### src/rtl/serial_sub_pkg.sv
// Shared types and defaults for the bit-serial subtractor.
package serial_sub_pkg;

  typedef enum logic [1:0] {
    IDLE,
    RUN,
    DONE
  } sub_state_t;

  localparam int unsigned DEFAULT_WIDTH = 8;

endpackage : serial_sub_pkg

### src/rtl/full_subtractor.sv
// One-bit full subtractor cell: d = a - b - bi, with borrow out.
module full_subtractor (
  input  logic a,
  input  logic b,
  input  logic bi,
  output logic d,
  output logic bo
);

  // Difference bit and borrow out for a single bit position
  always_comb begin
    d  = a ^ b ^ bi;
    bo = (~a & b) | (~(a ^ b) & bi);
  end

endmodule : full_subtractor

### src/rtl/serial_subtractor.sv
// Bit-serial subtractor: A - B computed LSB first, one bit per clock,
// through a single full-subtractor cell and a registered borrow.
module serial_subtractor
  import serial_sub_pkg::*;
#(
  parameter int unsigned WIDTH = DEFAULT_WIDTH
) (
  input  logic             clk,
  input  logic             rst,
  input  logic             s_valid,
  output logic             s_ready,
  input  logic [WIDTH-1:0] s_a,
  input  logic [WIDTH-1:0] s_b,
  output logic             m_valid,
  input  logic             m_ready,
  output logic [WIDTH-1:0] m_diff,
  output logic             m_borrow,
  output logic             m_overflow
);

  localparam int unsigned CNT_W = (WIDTH > 1) ? $clog2(WIDTH) : 1;
  localparam logic [CNT_W-1:0] LAST_BIT = CNT_W'(WIDTH - 1);

  sub_state_t       state;
  logic [WIDTH-1:0] a_sr;
  logic [WIDTH-1:0] b_sr;
  logic [WIDTH-2:0] r_sr;
  logic [WIDTH-1:0] r_next;
  logic [CNT_W-1:0] cnt;
  logic             borrow;
  logic             a_msb;
  logic             b_msb;
  logic             cell_d;
  logic             cell_bo;

  full_subtractor u_cell (
    .a  (a_sr[0]),
    .b  (b_sr[0]),
    .bi (borrow),
    .d  (cell_d),
    .bo (cell_bo)
  );

  // Partial result only needs WIDTH-1 bits; the final bit joins it on the last cycle
  always_comb begin
    r_next = {cell_d, r_sr};
  end

  // Control FSM, operand/result shifting and registered outputs
  always_ff @(posedge clk) begin
    if (rst) begin
      state      <= IDLE;
      s_ready    <= 1'b1;
      m_valid    <= 1'b0;
      m_diff     <= '0;
      m_borrow   <= 1'b0;
      m_overflow <= 1'b0;
      cnt        <= '0;
      borrow     <= 1'b0;
      a_sr       <= '0;
      b_sr       <= '0;
      r_sr       <= '0;
      a_msb      <= 1'b0;
      b_msb      <= 1'b0;
    end else begin
      case (state)
        IDLE: begin
          if (s_valid && s_ready) begin
            a_sr    <= s_a;
            b_sr    <= s_b;
            a_msb   <= s_a[WIDTH-1];
            b_msb   <= s_b[WIDTH-1];
            borrow  <= 1'b0;
            cnt     <= '0;
            s_ready <= 1'b0;
            state   <= RUN;
          end
        end
        RUN: begin
          a_sr   <= {1'b0, a_sr[WIDTH-1:1]};
          b_sr   <= {1'b0, b_sr[WIDTH-1:1]};
          r_sr   <= r_next[WIDTH-1:1];
          borrow <= cell_bo;
          cnt    <= cnt + CNT_W'(1);
          if (cnt == LAST_BIT) begin
            m_diff     <= r_next;
            m_borrow   <= cell_bo;
            m_overflow <= (a_msb != b_msb) && (cell_d != a_msb);
            m_valid    <= 1'b1;
            state      <= DONE;
          end
        end
        DONE: begin
          if (m_ready) begin
            m_valid <= 1'b0;
            s_ready <= 1'b1;
            state   <= IDLE;
          end
        end
        default: begin
          state   <= IDLE;
          s_ready <= 1'b1;
          m_valid <= 1'b0;
        end
      endcase
    end
  end

endmodule : serial_subtractor

### config.mk
export PLATFORM = sky130hd
export DESIGN_NAME = serial_subtractor
export DESIGN_NICKNAME = d
export VERILOG_FILES = /design/src/rtl/serial_sub_pkg.sv /design/src/rtl/full_subtractor.sv /design/src/rtl/serial_subtractor.sv
export SDC_FILE = /design/constraint.sdc
export NUM_CORES = 1
export LEC_CHECK = 0
export ABC_AREA = 1
export BUFFER_PORTS_ARGS = -buffer_cell sky130_fd_sc_hd__buf_2
export CORE_MARGIN = 2
export CORE_UTILIZATION = 50
export CTS_BUF_LIST = sky130_fd_sc_hd__clkbuf_2 sky130_fd_sc_hd__clkbuf_4 sky130_fd_sc_hd__clkbuf_8
export DETAILED_ROUTE_END_ITERATION = 8
export GPL_ROUTABILITY_DRIVEN = 0
export PLACE_DENSITY = 0.72
export SETUP_SLACK_MARGIN = 0.05
export SLEW_MARGIN = 10
export SYNTH_ARGS = -nofsm -noshare
export SYNTH_HDL_FRONTEND = slang
export SYNTH_SLANG_ARGS = --single-unit
### constraint.sdc
create_clock -name clk -period 2 [get_ports clk]
set_clock_uncertainty 0.2 [all_clocks]
set_input_delay 0.1 -clock clk [delete_from_list [all_inputs] [get_ports clk]]
set_output_delay 0.1 -clock clk [all_outputs]
set_load 0.005 [all_outputs]
# Word level (Yosys, flattened, before mapping)
# Index checks and enable logic that the tools add are counted.
[word_totals]
register_bits = 43
inputBits = 20
output_inout_bits = 12
wordCells = 58
[op_classes]
add_sub_neg = 1
eq_ne = 8
muxes = 17
n_bitwise = 9
reduce_logical = 10
[ops]
columns = ["cell", "count"]
rows = [
  ["8-bit case mux with 2 select lines", 2],
  ["8-bit 2-to-1 mux", 2],
  ["3-bit AND reduction", 3],
  ["2-bit 2-to-1 mux", 3],
  ["2-bit inequality test, second input constant", 3],
  ["1-bit case mux with 3 select lines", 2],
  ["2-bit case mux with 3 select lines", 1],
  ["3-bit case mux with 2 select lines", 1],
  ["2-bit AND reduction", 3],
  ["1-bit 2-to-1 mux", 4],
  ["1-bit NOT", 4],
  ["3-bit by 1-bit adder with 3-bit output, second input constant", 1],
  ["3-bit == test, second input constant", 1],
  ["3-bit 2-to-1 mux", 1],
  ["1-bit bitwise AND", 2],
  ["2-bit by 1-bit == test with 1-bit output, second input constant", 1],
  ["2-bit == test, second input constant", 1],
  ["1-bit logical AND", 2],
  ["2-bit logical NOT", 1],
  ["1-bit inequality test", 2],
  ["1-bit case mux with 2 select lines", 1],
  ["2-bit nonzero test", 1],
  ["1-bit bitwise XOR", 2],
  ["1-bit OR", 1],
]

# Depth between registers and ports, before layout
[depth]
depth_word = 5
depth_mapped = 7
depth_no_buf = 7

# Cells and area by module
# Synthesis repeated with hierarchy kept, for this count alone.
[unflattened]
hier_cells = 285
hier_area_um2 = 1976.9
[by_module_without_submodules]
columns = ["module", "n_inst", "cells_each", "area_per_inst_um2", "seq_area_each_um2"]
rows = [
  ["serial_subtractor", 1, 281, 1945.6, 860.8],
  ["full_subtractor", 1, 4, 31.3, 0.0],
]

# Least setup slack after synthesis
# OpenSTA, ideal clock, no wires.
[synth_path]
kind = "register to register"
from = "reg b_sr[0]"
to = "reg m_overflow"
setup_ns = 0.070
t_arrival_ns = 1.184
required_time_ns = 1.730
path_slack_ns = 0.546
path_stages_with_launch = 7
path_buffers = 0
period_less_slack_ns = 1.454
cell_sequence = "dfxtp_1 -> inv_1 -> fa_1 -> inv_1 -> nand2_1 -> nand3_1 -> a21oi_1"
[synth_between]
elab_chain_cells = 4
[synth_lines]
columns = ["element", "line_no", "rtl"]
rows = [
  ["from (decl)", "serial_subtractor.sv:26", "logic [WIDTH-1:0] b_sr;"],
  ["from (signal assigned)", "serial_subtractor.sv:81", "b_sr <= {1'b0, b_sr[WIDTH-1:1]};"],
  ["1-bit bitwise XOR (2 in series)", "full_subtractor.sv:12", "d = a ^ b ^ bi;"],
  ["net cell_d", "serial_subtractor.sv:33", "logic cell_d;"],
  ["1-bit inequality test", "serial_subtractor.sv:88", "m_overflow <= (a_msb != b_msb) && (cell_d != a_msb);"],
  ["1-bit logical AND", "serial_subtractor.sv:88", ""],
  ["to (signal assigned)", "serial_subtractor.sv:88", ""],
  ["to (decl)", "serial_subtractor.sv:18", "output logic m_overflow"],
]
# The timed path passes the listed nets, and every way through them passes these cells.
# A chain may end at the register's enable or synchronous reset.

# Worst setup path in the final report
[layout_path]
from = "reg s_ready"
to = "reg a_msb"
[layout_between]
elab_chain_cells = 2
[layout_lines]
columns = ["element", "line_no", "rtl"]
rows = [
  ["from (decl)", "serial_subtractor.sv:11", "output logic s_ready,"],
  ["from (signal assigned)", "serial_subtractor.sv:53", "s_ready <= 1'b1;"],
  ["from (signal assigned)", "serial_subtractor.sv:75", "s_ready <= 1'b0;"],
  ["from (signal assigned)", "serial_subtractor.sv:96", "s_ready <= 1'b1;"],
  ["1-bit logical AND", "serial_subtractor.sv:68", "if (s_valid && s_ready) begin"],
  ["2-bit AND reduction (no line)", "n/a", ""],
  ["to (signal assigned)", "serial_subtractor.sv:71", "a_msb <= s_a[WIDTH-1];"],
  ["to (decl)", "serial_subtractor.sv:31", "logic a_msb;"],
]
# Every way passes these cells.

==> results.py <==
metrics = {
    "synth": {
        "syn_nets": 291,
        "synth_cell_type_count": 22,
        "synth.yosys.seq_area_share_pct": 44.24,
        "synth_top_area_share_pct": 44.24,
        "yosysTopAreaCell": "dfxtp_1",
        "synth_area_leaders": "dfxtp_1 44%, nand2_1 17%, nor2_1 10%",
        "syn_inst": 268,
        "avgSynthCellArea_um2": 7.260,
        "yosys_register_bits": 43,
        "synth_area_um2": 1946,
        "yosys_warnings": 0,
    },
    "routing": {
        "ant_nets": 0,
        "dr_wl_met2_um": 1925,
        "top_layer": "met4",
        "wl_met3_um": 148,
        "wl_um": 3998,
        "dr.pass1.iters": 4,
        "drt-initial-drc-count": 94,
        "drc_errors": 0,
        "wl_met1_um": 1867,
        "vias": 1766,
        "wl_per_cell_um": 10.89,
        "drt-vias-per-instance": 4.812,
    },
    "power": {
        "ir_drop_v": 0.0004156,
        "pwr_density_cell_nw_per_um2": 865.3,
        "p_leak_nw": 1.171,
    },
    "sta": {
        "finalHoldViolCount": 0,
        "max_slew_margin_pct": 73.56,
        "min_period_ns": 1.782,
        "tns_ns": 0,
        "rsz0062_at_grt": "false",
        "setup_viol": 0,
        "period_share_pct": 89.09,
        "worstMarginPinSlew_ns": 0.3966,
        "timing.fmax_ghz": 0.5612,
        "slew_violations": 0,
    },
    "setup_path": {
        "crit_type": "reg -> reg",
        "endpoint_kind": "register",
        "startpoint_type": "register",
        "worstPathRequired_ns": 2.04,
        "arrival_ns": 1.82,
        "crit_fanout": 23,
    },
    "run": {
        "cap_viol_max_count": 0,
    },
    "final_layout": {
        "diodes": 0,
        "area_growth_pct": 24.44,
        "layout-drive-gt1-share_pct": 16.61,
        "final_cells": 367,
        "layout.nets": 341,
        "fin_util_pct": 65.64,
    },
    "place": {
        "numPortBuffers": 31,
        "dp_cells": 339,
        "dpl.hpwl_um": 2419,
    },
    "floorplanning": {
        "io-pin-count": 32,
        "die_x_um": 66.38,
        "initial_core_util_pct": 52.75,
        "num_rows": 22,
        "die_h_um": 66.38,
        "dieArea_um2": 4406,
        "coreArea_um2": 3689,
    },
    "global_route": {
        "grt_start_max_net_pins": 36,
        "grt_pass1_vias": 1679,
        "antenna_found_initial": 0,
        "grt_pass1_wl_um": 6996,
        "grt_util_all_layers_pct": 20.44,
        "grt_overflow": 0,
    },
    "clock_network": {
        "htree_levels": 2,
        "clkSinkCount": 43,
        "clock-root-buffer": "clkbuf_8",
        "cts_tree": "done",
        "cts_made_buffers": 5,
        "cts.clk_slew.worst_paths_ns": 0.08,
        "worstSkewPairLatency_ns": 0.29,
        "post_cts_buffers": 0,
        "cts_buffer_depth": 2,
    },
    "worst_hold_path": {
        "hp-class": "in -> reg",
    },
    "outcome": {
        "status": "completed",
    },
}
## Yosys cell counts, drive strengths merged
library cell,instances
clkinv,1
nand3b,13
nand3,7
fa,1
dfxtp,43
inv,12
buf,9
a21oi,17
nor2,55
ha,2
nand2,89
o21ai,15
clkbuf,4
## placed cells by master (no fill, tap or decap)
| master | n |
|---|---|
| a21oi_1 | 17 |
| fa_1 | 1 |
| buf_6 | 1 |
| ha_1 | 2 |
| o21ai_0 | 14 |
| clkbuf_4 | 1 |
| buf_4 | 4 |
| nor2_2 | 1 |
| bufinv_16 | 2 |
| nor2_1 | 53 |
| dfxtp_2 | 2 |
| clkinv_1 | 1 |
| nand2_1 | 87 |
| o21ai_2 | 1 |
| inv_1 | 10 |
| nor2_8 | 1 |
| nand3b_1 | 13 |
| dfxtp_1 | 41 |
| clkbuf_8 | 5 |
| buf_2 | 31 |
| inv_2 | 2 |
| nand3_1 | 7 |
| dlygate4sd3_1 | 20 |
| nand2_4 | 2 |
## cell families after synthesis
group / count (synthesis) / share of synthesized area (%)
fa+ha+maj: 3 / 2.315
flops: 43 / 44.24
buf+inv: 26 / 8.682
simple gates: 164 / 36.33
compound gates: 32 / 8.425
## registers in the layout, summed over array words and instances (netlist names), 2 cells and up
register and count:
a_sr 8, b_sr 8, m_diff 8, r_sr 7, cnt 3, state 2
## worst max-delay path, stage by stage, from the launching register on
cell and delay, ns:
dfxtp_1 0.32, nand2_1 0.09, inv_1 0.07, nand2_1 0.07
buf_6 0.20, nand2_1 0.08, a21oi_1 0.13, dlygate4sd3_1 0.55
## power breakdown
group	switching [mW]	internal (mW)
Combinational	0.192	0.150
Clock	0.286	0.513
Sequential	0.0349	0.920
## layout make-up
| class | instances | area [um2] |
|---|---|---|
| clock buffer | 6 | 76.32 |
| multi-input combinational | 199 | 915.9 |
| fill | 320 | 1267 |
| tap | 48 | 60.06 |
| clock inverter | 2 | 60.06 |
| inverter | 13 | 48.80 |
| timing repair buffer | 56 | 396.6 |
| sequential | 43 | 863.3 |
## path summary, 6_finish.rpt
kind,startpoint,to,slack [ns],cells after the start
max,s_ready$_SDFFE_PP1P_,a_msb$_SDFFE_PP0P_,0.22,7
min,s_valid,b_sr[7]$_SDFFE_PP0P_,0.05,5
max reg2reg,s_ready$_SDFFE_PP1P_,a_msb$_SDFFE_PP0P_,0.22,7
min reg2reg,m_valid$_SDFFE_PP0P_,m_valid$_SDFFE_PP0P_,0.24,2
## stage by stage
stage	area (um2)	hold slack, ns	power [mW]	worst slack (ns)
global route	2421	0.08046	2.206	0.1004
CTS	2415	0.04920	2.103	0.08904
detailed placement	2078	0.2041	1.280	0.3527
global placement	2078	0.2003	1.277	0.3933
floorplan	1946	-0.03093	1.226	0.5464
finish	2421	0.05500	2.095	0.2182
## routing by layer
metal / track usage (%) / up-vias
met1: 24.60 / 796
met3: 5.111 / 6
met2: 35.00 / 28
met5: 0 / -
met4: 7.398 / 0
li1: - / 936
## repair_timing
action	CTS	global route
endpoints found under the setup margin	0	2
hold endpoints to repair	29	0
hold buffers	20	0
gates resized for setup	0	3
(Power assumes the default switching activity.)
